$ cat config.mk
export PLATFORM = sky130hd
export DESIGN_NAME = sw_pb_conditioner
export DESIGN_NICKNAME = d
export VERILOG_FILES = /design/src/rtl/sw_pb_conditioner.sv
export SDC_FILE = /design/constraint.sdc
export NUM_CORES = 1
export LEC_CHECK = 0
export BUFFER_PORTS_ARGS = -buffer_cell sky130_fd_sc_hd__buf_4
export CORE_MARGIN = 3
export CORE_UTILIZATION = 60
export DETAILED_ROUTE_END_ITERATION = 10
export HOLD_SLACK_MARGIN = 0.12
export PLACE_DENSITY_LB_ADDON = 0.1
export SYNTH_ARGS = -nofsm -noshare
export SYNTH_HDL_FRONTEND = slang
export SYNTH_SLANG_ARGS = --single-unit
$ cat constraint.sdc
create_clock -name clk -period 3.8 [get_ports clk]
set_input_delay 0.76 -clock clk [delete_from_list [all_inputs] [get_ports clk]]
set_output_delay 0.76 -clock clk [all_outputs]
set_load 0.05 [all_outputs]
$ cat src/rtl/sw_pb_conditioner.sv
// -----------------------------------------------------------------------------
// sw_pb_conditioner
//
// Purpose:
//   Turns raw board slide switches and pushbuttons into clean single-cycle
//   command pulses for the clock control state machine. Every input channel
//   is synchronised (2 flops), debounced (one counter per channel) and
//   edge-detected. The minute/hour buttons additionally drive press-and-hold
//   auto-repeat for time and alarm adjustment.
//
// Ports:
//   clk        - system clock (50 MHz)
//   rst        - synchronous, active-high reset
//   sw_raw     - raw switches [0] set_time [1] stop_watch [2] set_alarm (async)
//   key_raw_n  - raw active-low keys [0] strtStp [1] minute [2] hour (async)
//   chng_en    - increment enable (en_time_chng | en_alarm_chng)
//   set_time   - 1-cycle pulse on debounced rise of sw_raw[0]
//   stop_watch - 1-cycle pulse on debounced rise of sw_raw[1]
//   set_alarm  - 1-cycle pulse on debounced rise of sw_raw[2]
//   strtStp    - 1-cycle pulse on debounced press of key_raw_n[0]
//   min_inc    - minute increment pulse with auto-repeat
//   hr_inc     - hour increment pulse with auto-repeat
//   sw_db      - debounced switch levels
// -----------------------------------------------------------------------------
module sw_pb_conditioner #(
    parameter int DB_CYCLES = 1_000_000,
    parameter int RPT_DLY   = 25_000_000,
    parameter int RPT_PER   = 5_000_000
) (
    input  logic       clk,
    input  logic       rst,
    input  logic [2:0] sw_raw,
    input  logic [2:0] key_raw_n,
    input  logic       chng_en,
    output logic       set_time,
    output logic       stop_watch,
    output logic       set_alarm,
    output logic       strtStp,
    output logic       min_inc,
    output logic       hr_inc,
    output logic [2:0] sw_db
);

    localparam int DB_W    = $clog2(DB_CYCLES) + 1;
    localparam int RPT_MAX = (RPT_DLY > RPT_PER) ? RPT_DLY : RPT_PER;
    localparam int RPT_W   = $clog2(RPT_MAX) + 1;
    localparam int SET_W   = $clog2(DB_CYCLES + 3) + 1;

    localparam logic [DB_W-1:0]  DB_TERM  = DB_W'(DB_CYCLES - 1);
    localparam logic [DB_W-1:0]  DB_ONE   = 1;
    localparam logic [RPT_W-1:0] DLY_TERM = RPT_W'(RPT_DLY - 1);
    localparam logic [RPT_W-1:0] PER_TERM = RPT_W'(RPT_PER - 1);
    localparam logic [RPT_W-1:0] RPT_ONE  = 1;
    localparam logic [SET_W-1:0] SET_LOAD = SET_W'(DB_CYCLES + 3);
    localparam logic [SET_W-1:0] SET_ONE  = 1;

    typedef enum logic [1:0] {
        RPT_IDLE   = 2'd0,
        RPT_FIRST  = 2'd1,
        RPT_REPEAT = 2'd2
    } rpt_state_t;

    // Channel map: [2:0] switches, [5:3] keys (1 = pressed after inversion).
    logic [5:0]      sync1;
    logic [5:0]      sync2;
    logic [5:0]      level;
    logic [5:0]      stable;
    logic [5:0]      stable_d;
    logic [5:0]      rise;
    logic [DB_W-1:0] db_cnt [6];
    logic [SET_W-1:0] settle_cnt;
    logic            settled;

    // Auto-repeat: index 0 = minute key, index 1 = hour key.
    rpt_state_t       rpt_state     [2];
    rpt_state_t       rpt_state_nxt [2];
    logic [RPT_W-1:0] rpt_cnt       [2];
    logic [RPT_W-1:0] rpt_cnt_nxt   [2];
    logic [1:0]       rpt_emit;
    logic [1:0]       rpt_held;
    logic [1:0]       rpt_press;

    assign level     = {~sync2[5:3], sync2[2:0]};
    assign rise      = stable & ~stable_d;
    assign settled   = (settle_cnt == '0);
    assign sw_db     = stable[2:0];
    assign rpt_held  = stable[5:4];
    assign rpt_press = rise[5:4];

    // Synchroniser, per-channel debounce and post-reset settle timer.
    // stable_d keeps tracking during the settle window so that a level
    // accepted then is consumed silently instead of firing afterwards.
    always_ff @(posedge clk) begin
        if (rst) begin
            sync1      <= '0;
            sync2      <= '0;
            stable     <= '0;
            stable_d   <= '0;
            settle_cnt <= SET_LOAD;
            for (int i = 0; i < 6; i++) begin
                db_cnt[i] <= '0;
            end
        end else begin
            sync1    <= {key_raw_n, sw_raw};
            sync2    <= sync1;
            stable_d <= stable;
            if (!settled) begin
                settle_cnt <= settle_cnt - SET_ONE;
            end
            for (int i = 0; i < 6; i++) begin
                if (level[i] == stable[i]) begin
                    db_cnt[i] <= '0;
                end else if (db_cnt[i] == DB_TERM) begin
                    stable[i] <= level[i];
                    db_cnt[i] <= '0;
                end else begin
                    db_cnt[i] <= db_cnt[i] + DB_ONE;
                end
            end
        end
    end

    // Registered command pulses, held off until the settle window expires.
    always_ff @(posedge clk) begin
        if (rst) begin
            set_time   <= 1'b0;
            stop_watch <= 1'b0;
            set_alarm  <= 1'b0;
            strtStp    <= 1'b0;
        end else begin
            set_time   <= rise[0] & settled;
            stop_watch <= rise[1] & settled;
            set_alarm  <= rise[2] & settled;
            strtStp    <= rise[3] & settled;
        end
    end

    // Auto-repeat FSM, next state. Losing the key or the enable aborts from
    // any state; only a fresh debounced press starts a sequence, so raising
    // chng_en while a key is already held does nothing.
    always_comb begin
        for (int i = 0; i < 2; i++) begin
            rpt_state_nxt[i] = rpt_state[i];
            rpt_cnt_nxt[i]   = rpt_cnt[i];
            rpt_emit[i]      = 1'b0;
            if (!rpt_held[i] || !chng_en) begin
                rpt_state_nxt[i] = RPT_IDLE;
                rpt_cnt_nxt[i]   = '0;
            end else begin
                case (rpt_state[i])
                    RPT_IDLE: begin
                        if (rpt_press[i] && settled) begin
                            rpt_emit[i]      = 1'b1;
                            rpt_cnt_nxt[i]   = '0;
                            rpt_state_nxt[i] = RPT_FIRST;
                        end
                    end
                    RPT_FIRST: begin
                        if (rpt_cnt[i] == DLY_TERM) begin
                            rpt_emit[i]      = 1'b1;
                            rpt_cnt_nxt[i]   = '0;
                            rpt_state_nxt[i] = RPT_REPEAT;
                        end else begin
                            rpt_cnt_nxt[i] = rpt_cnt[i] + RPT_ONE;
                        end
                    end
                    RPT_REPEAT: begin
                        if (rpt_cnt[i] == PER_TERM) begin
                            rpt_emit[i]    = 1'b1;
                            rpt_cnt_nxt[i] = '0;
                        end else begin
                            rpt_cnt_nxt[i] = rpt_cnt[i] + RPT_ONE;
                        end
                    end
                    default: begin
                        rpt_state_nxt[i] = RPT_IDLE;
                        rpt_cnt_nxt[i]   = '0;
                    end
                endcase
            end
        end
    end

    // Auto-repeat FSM, state register and registered increment pulses.
    always_ff @(posedge clk) begin
        if (rst) begin
            for (int i = 0; i < 2; i++) begin
                rpt_state[i] <= RPT_IDLE;
                rpt_cnt[i]   <= '0;
            end
            min_inc <= 1'b0;
            hr_inc  <= 1'b0;
        end else begin
            for (int i = 0; i < 2; i++) begin
                rpt_state[i] <= rpt_state_nxt[i];
                rpt_cnt[i]   <= rpt_cnt_nxt[i];
            end
            min_inc <= rpt_emit[0];
            hr_inc  <= rpt_emit[1];
        end
    end

endmodule

==> impl_results.md, run 1 <==
- TritonCTS buffer count: 25
- P&R area growth vs syn: 14.0%
- H-tree levels: 1
- Met2 routed WL: 10,600 um
- Initial core utilization: around 62%
- Hold buffer count at CTS: 0
- Final setup fails: 0
- Post-synth top area cell: edfxtp_1
- Final slew viol count: 0
- Critical Path Slowest Stage Cell: or4b_1
- CP max FO: 16
- Area of the multi-input gates: 0.00613 mm2
- Switching share of total power: 20.5%
- Register area: between 0.005 and 0.006 mm2
- Final TNS setup: 0 ns
- Slew headroom: 34.4%
- Core Region: 0.0191 mm2
- IO Count: 18
- Synth warn: 0
- DIE AREA: 0.0215 mm2
- Vias per cell: 5.53
- Syn_area_per_cell: 9.54 um2
- First-pass GRT wire length: about 40,000 um
- Max layer used: met4
- Vias in the first global route: 8,631
- CP Data Required Time: around 4.2 ns
- Async SR Flop Fraction: 0%
- Max-cap violations: 0
- Iteration-0 DRC count of the detailed router: 597
- Internal: 4.44 mW
- Comb pwr share: about 3.4%
- Layout cells sized above 1: under 10%
- WL final: 22,500 um
- Setup crit end kind: register
- Worst-path clk slew: 0.06 ns
- Synth cell count leaders: nor2_1 (188), edfxtp_1 (126), dfxtp_1 (107)
- Top cell type's share of synthesized area: 31.9%
- Switch Pwr: 1.15 mW
- Routed length per instance: approximately 14 um
- Clock skew: ~0.006 ns
- Post-route DRC: 0
- CTS tree: done
- Clock share of power: 45.9%
- Seq cells post-synth: 233
- Sequential area share after synthesis: 49.9%
- Die W: 147 um
- Ys flop type: edfxtp_1
- Crit-path cells: nor4_1 -> nand3_1 -> or4b_1 -> o21ai_2 -> nand2_4 -> o41ai_1
- CTS resizes: 0
- Number of port buffers: 17
- Pwr/cell area: 413 mW/mm2
- Initial antenna violation count: 0
- Die height: 147 um
- Total number of vias: about 9,200
- Drt first pass iters: 7
- Clk sinks: 233
- Hold crit path type: reg2reg
- RD Place Congestion: 0.850
- Mapped Area: roughly 0.012 mm2
- Filler cells: 1,485
- CP Class: reg2reg
- Gr ovfl total: 0
- Post-route ant nets: 0
- Flop pwr share: 50.7%
- Number of synthesized flops with an enable pin: 126
- Largest stage delay, worst path: roughly 0.90 ns
- Top cells by area, synth: edfxtp_1 (32%), dfxtp_1 (18%), nor2_1 (5.9%)
- Worst-Margin Slew: just under 1 ns
- Status: completed
- Post-synthesis cell type count: 63
- Worst-case clock buffer depth: 3
- Period utilization: 85.3%
- Pleak: 4.75 nW
- Max VDD drop: 331 uV
- Fmax: 0.308 GHz
- Final Util: 70.9%
- Nets: 1,407
- Post-route minimum period: 3.24 ns
- Setup bufs post-CTS: 0
- Met1 Routed Length: between 10,000 and 15,000 um
- Final Hold Viols: 0
- Syn Inst Count: 1,244
- Gr usage total: 20.9%
- Inserted Diodes: 0
- Later-pin clock latency in the skew report: 0.51 ns
- Unrepaired setup endpoints after global routing: no
- Largest net degree at the start of global routing: 56
- WL met3: 806 um
- Most instantiated library cell after synthesis: nor2_1
- Row count: 50
- Root Driver: clkbuf_16
- Crit path DAT: roughly 3.7 ns
- CP startpoint kind: register
- Post-DP HPWL: 15,400 um
## kinds of logic after synthesis
kind of cell	share of synthesized area [%]
simple gates	27.3
other cells	0.0316
xor+xnor	9.01
compound gates	8.47
mux	0.865
fa+ha+maj	1.90
buf+inv	2.48
flops	49.9
## sequential cells by signal, summed over array words and instances (netlist names)
register	count
db_cnt	126
hr_inc	1
min_inc	1
rpt_cnt	52
rpt_state	4
set_alarm	1
set_time	1
settle_cnt	21
stable	6
stable_d	6
stop_watch	1
strtStp	1
sync1	6
sync2	6
## layout make-up
cell class              count  area share, %
repair buffers             22           1.22
multi-input cells        1068           45.3
clock inverters            14           1.62
clock buffers              31           4.79
flip-flops and latches    233           43.8
inverters                  30          0.833
well taps                 260           2.41
## layer usage
layer	vias up	track usage, %
met3	32	2.70
met1	4343	29.6
li1	4643	-
met4	0	4.33
met2	158	34.8
met5	-	0
## path summary, 6_finish.rpt
path | slack (ns) | from | endpoint | cells past startpoint
max | 0.56 | settle_cnt[10] | rpt_cnt[0][48] | 6
min reg2reg | 0.39 | stable_d[1] | stop_watch | 1
max reg2reg | 0.56 | settle_cnt[10] | rpt_cnt[0][48] | 6
min | 0.39 | stable_d[1] | stop_watch | 1
## worst max-delay path, delay by kind of cell (launching register included)
| kind | cells | cell delay [ns] |
|---|---|---|
| and+or+nand+nor | 4 | 1.87 |
| DFF | 1 | 0.34 |
| AOI/OAI and AO/OA | 2 | 0.93 |
## placed cells by master (no fill, tap or decap), types with 16 or more instances in the layout
| cell | instances |
|---|---|
| clkbuf_16 | 25 |
| nand4_1 | 39 |
| and2_1 | 23 |
| xnor2_1 | 62 |
| a31oi_1 | 16 |
| xor2_1 | 60 |
| nor2b_1 | 25 |
| and3_1 | 33 |
| inv_1 | 30 |
| nand2_1 | 98 |
| nor3_1 | 39 |
| buf_4 | 22 |
| dfxtp_1 | 107 |
| or3_1 | 24 |
| ha_1 | 18 |
| a21oi_1 | 41 |
| nor4_1 | 16 |
| o31ai_1 | 17 |
| nand3_1 | 86 |
| nor2_1 | 188 |
| conb_1 | 126 |
| edfxtp_1 | 126 |
| o21ai_0 | 28 |
## metrics by stage
step | total power, mW | hold WS (ns) | area [um2] | worst slack, ns | instances
after CTS | 5.64 | 0.394 | 13500 | 0.577 | 1658
final | 5.59 | 0.393 | 13500 | 0.558 | 1658
after detailed placement | 3.07 | 0.384 | 12700 | 0.565 | 1613
after global routing | 5.81 | 0.405 | 13500 | 0.234 | 1658
after floorplan | 3.02 | 0.376 | 12300 | 1.29 | 1369
after global placement | 3.06 | 0.385 | 12700 | 0.697 | 1613
## power by group through the flow
stage	registers [mW]	logic, mW	clock network (mW)
after floorplan	2.86	0.156	0
after global placement	2.88	0.183	0
after detailed placement	2.88	0.186	0
after CTS	2.83	0.188	2.62
after global routing	2.84	0.222	2.74
final	2.83	0.190	2.57
(Power assumes the default switching activity.)
==> inputs of run 2 (changes only) <==
- CORE_UTILIZATION: 60 -> 25
- CTS_CLUSTER_SIZE: not set -> 16
==> run 2 against run 1 <==
Sequential share of layout area is 2.1 points lower. Critical path depth grew 1. Clock power rose by 17%. Register-to-register slack improved by 0.29 ns. Clock skew up 0.011 ns. Die area grew 130%. Cell area increased by 5.0%. Wire length increased by 16%. Non-clock buffer count up 5. Global-route usage down 10 points. Critical endpoint is now rpt_cnt[0][49].
==> impl_results.md, run 2 (synthesis results as in run 1) <==
- DIE AREA: between 0.05 and 0.06 mm2
- Vias per cell: approximately 4.5
- Initial core utilization: between 20 and 30%
- Later-pin clock latency in the skew report: 0.58 ns
- Clock skew: approximately 0.017 ns
- CP max FO: 20
- Largest regs: db_cnt (126), rpt_cnt (52), settle_cnt (21)
- Post-DP HPWL: 17,500 um
- Row count: 79
- Worst-Margin Slew: 0.949 ns
- Reg-to-reg startpoint: rpt_cnt[0][39]
- Final TNS setup: 0 ns
- Number of port buffers: 17
- First-pass GRT wire length: 44,700 um
- CTS tree: done
- Worst hold stages: 2
- Routed length per instance: 12.9 um
- CTS resizes: 0
- Die W: 224 um
- TritonCTS buffer count: 31
- Nets: 1,418
- Commonest non-fill, non-tap cell in the layout: nor2_1
- Hold Startpoint: rst
- WL final: 26,000 um
- Max VDD drop: around 280 uV
- Hold crit path type: in2reg
- R2R Setup Slk: 0.85 ns
- Crit path DAT: 3.40 ns
- Initial antenna violation count: 0
- Hold buffer count at CTS: 0
- Status: completed
- Pwr/cell area: 425 mW/mm2
- Comb pwr share: 3.2%
- Fmax: 0.339 GHz
- Unrepaired setup endpoints after global routing: no
- Final slew viol count: 0
- Total number of vias: about 9,000
- Post-route DRC: 0
- Period utilization: 77.7%
- CP Data Required Time: 4.25 ns
- Worst-case clock buffer depth: 3
- Core Region: 0.0468 mm2
- Final Hold Viols: 0
- Max-cap violations: 0
- Slew headroom: 36.7%
- Inserted Diodes: 0
- Root Driver: clkbuf_16
- Total Power: about 6.0 mW
- Most frequent cells in the layout: nor2_1 (188), edfxtp_1 (126), conb_1 (126)
- RD Place Congestion: 0.726
- Iteration-0 DRC count of the detailed router: 455
- CP startpoint kind: register
- Flop pwr share: 47.0%
- Post-route minimum period: 2.95 ns
- P&R area growth vs syn: 19.7%
- Layout cells sized above 1: under 10%
- Post-route ant nets: 0
- Switch Pwr: 1.35 mW
- Final setup fails: 0
- Max FFs per register: 126
- Gr usage total: 10.5%
- IO Count: 18
- Drt first pass iters: 5
- Vias in the first global route: around 9,000
- Largest net degree at the start of global routing: 55
- H-tree levels: 1
- Hold EP: stable_d[4]
- FF-to-FF End: rpt_cnt[0][49]
- Pleak: 4.89 nW
- Reg2Reg Depth: 7
- Clk sinks: 233
- Die height: 224 um
- Internal: ~4.7 mW
- Switching share of total power: 22.4%
- Clock share of power: 49.9%
- Setup bufs post-CTS: 0
- CP Class: reg2reg
- Setup crit end kind: register
- Hold Worst Slack: roughly 0.39 ns
- Largest register by flop count: db_cnt
- Gr ovfl total: 0
- Worst-path clk slew: 0.06 ns
run 2: cell types whose count changed in the layout (fill, tap and decap cells not counted):
cell       delta
clkbuf_8     +11
clkbuf_16     +6
buf_4         +5
bufinv_16     -4
clkinv_1      -3
clkinv_2      +1
inv_16        +1
inv_6         +1
run 2: per-layer routing:
layer,up-vias,GRT usage [%],part of all wire (%)
li1,4669,-,-
met1,4262,14.9,52
met2,69,16.6,43
met3,40,1.64,2.9
met4,0,3.26,2.2
met5,-,0,0
run 2: worst max path at each step:
stage	slack (ns)	endpoint	from
final	0.85	rpt_cnt[0][49]	rpt_cnt[0][39]
after global routing	0.46	rpt_cnt[0][50]	settle_cnt[10]
after floorplan	1.29	rpt_cnt[0][35]	rpt_cnt[0][39]
after detailed placement	0.86	rpt_cnt[0][48]	settle_cnt[10]
after CTS	0.83	rpt_cnt[0][48]	settle_cnt[10]
after global placement	0.87	rpt_cnt[0][50]	settle_cnt[10]
run 2: cell type report:
cell class,count,area (um2)
Clock buffer,48,950
Clock inverter,10,121
Fill cell,4945,32600
Inverter,30,113
Multi-Input combinational cell,1068,6130
Sequential cell,233,5930
Tap cell,607,759
Timing Repair Buffer,27,203
run 2: through the flow:
stage / cell area (um2) / setup slack (ns) / util [%] / instances
final: 14200 / 0.847 / 30.4 / 2023
after CTS: 14200 / 0.829 / 30.4 / 2023
after floorplan: 12300 / 1.29 / - / 1369
after global routing: 14200 / 0.460 / 30.4 / 2023
after global placement: 13100 / 0.872 / 28.1 / 1965
after detailed placement: 13100 / 0.860 / 28.1 / 1965
run 2: worst max-delay path, cell delays in order, from the launching register on:
cell     delay, ns
dfxtp_1       0.35
or4_1         0.54
or4_4         0.51
o41a_1        0.34
or2_1         0.51
buf_4         0.31
a31oi_1       0.18
o31ai_1       0.09
run 2: power by group through the flow:
stage	Clock [mW]	Combinational [mW]	Sequential, mW
2_1_floorplan	0	0.156	2.86
3_3_place_gp	0	0.192	2.89
3_5_place_dp	0	0.192	2.89
4_1_cts	3.16	0.194	2.83
5_1_grt	3.25	0.227	2.85
6_report	3.01	0.190	2.83
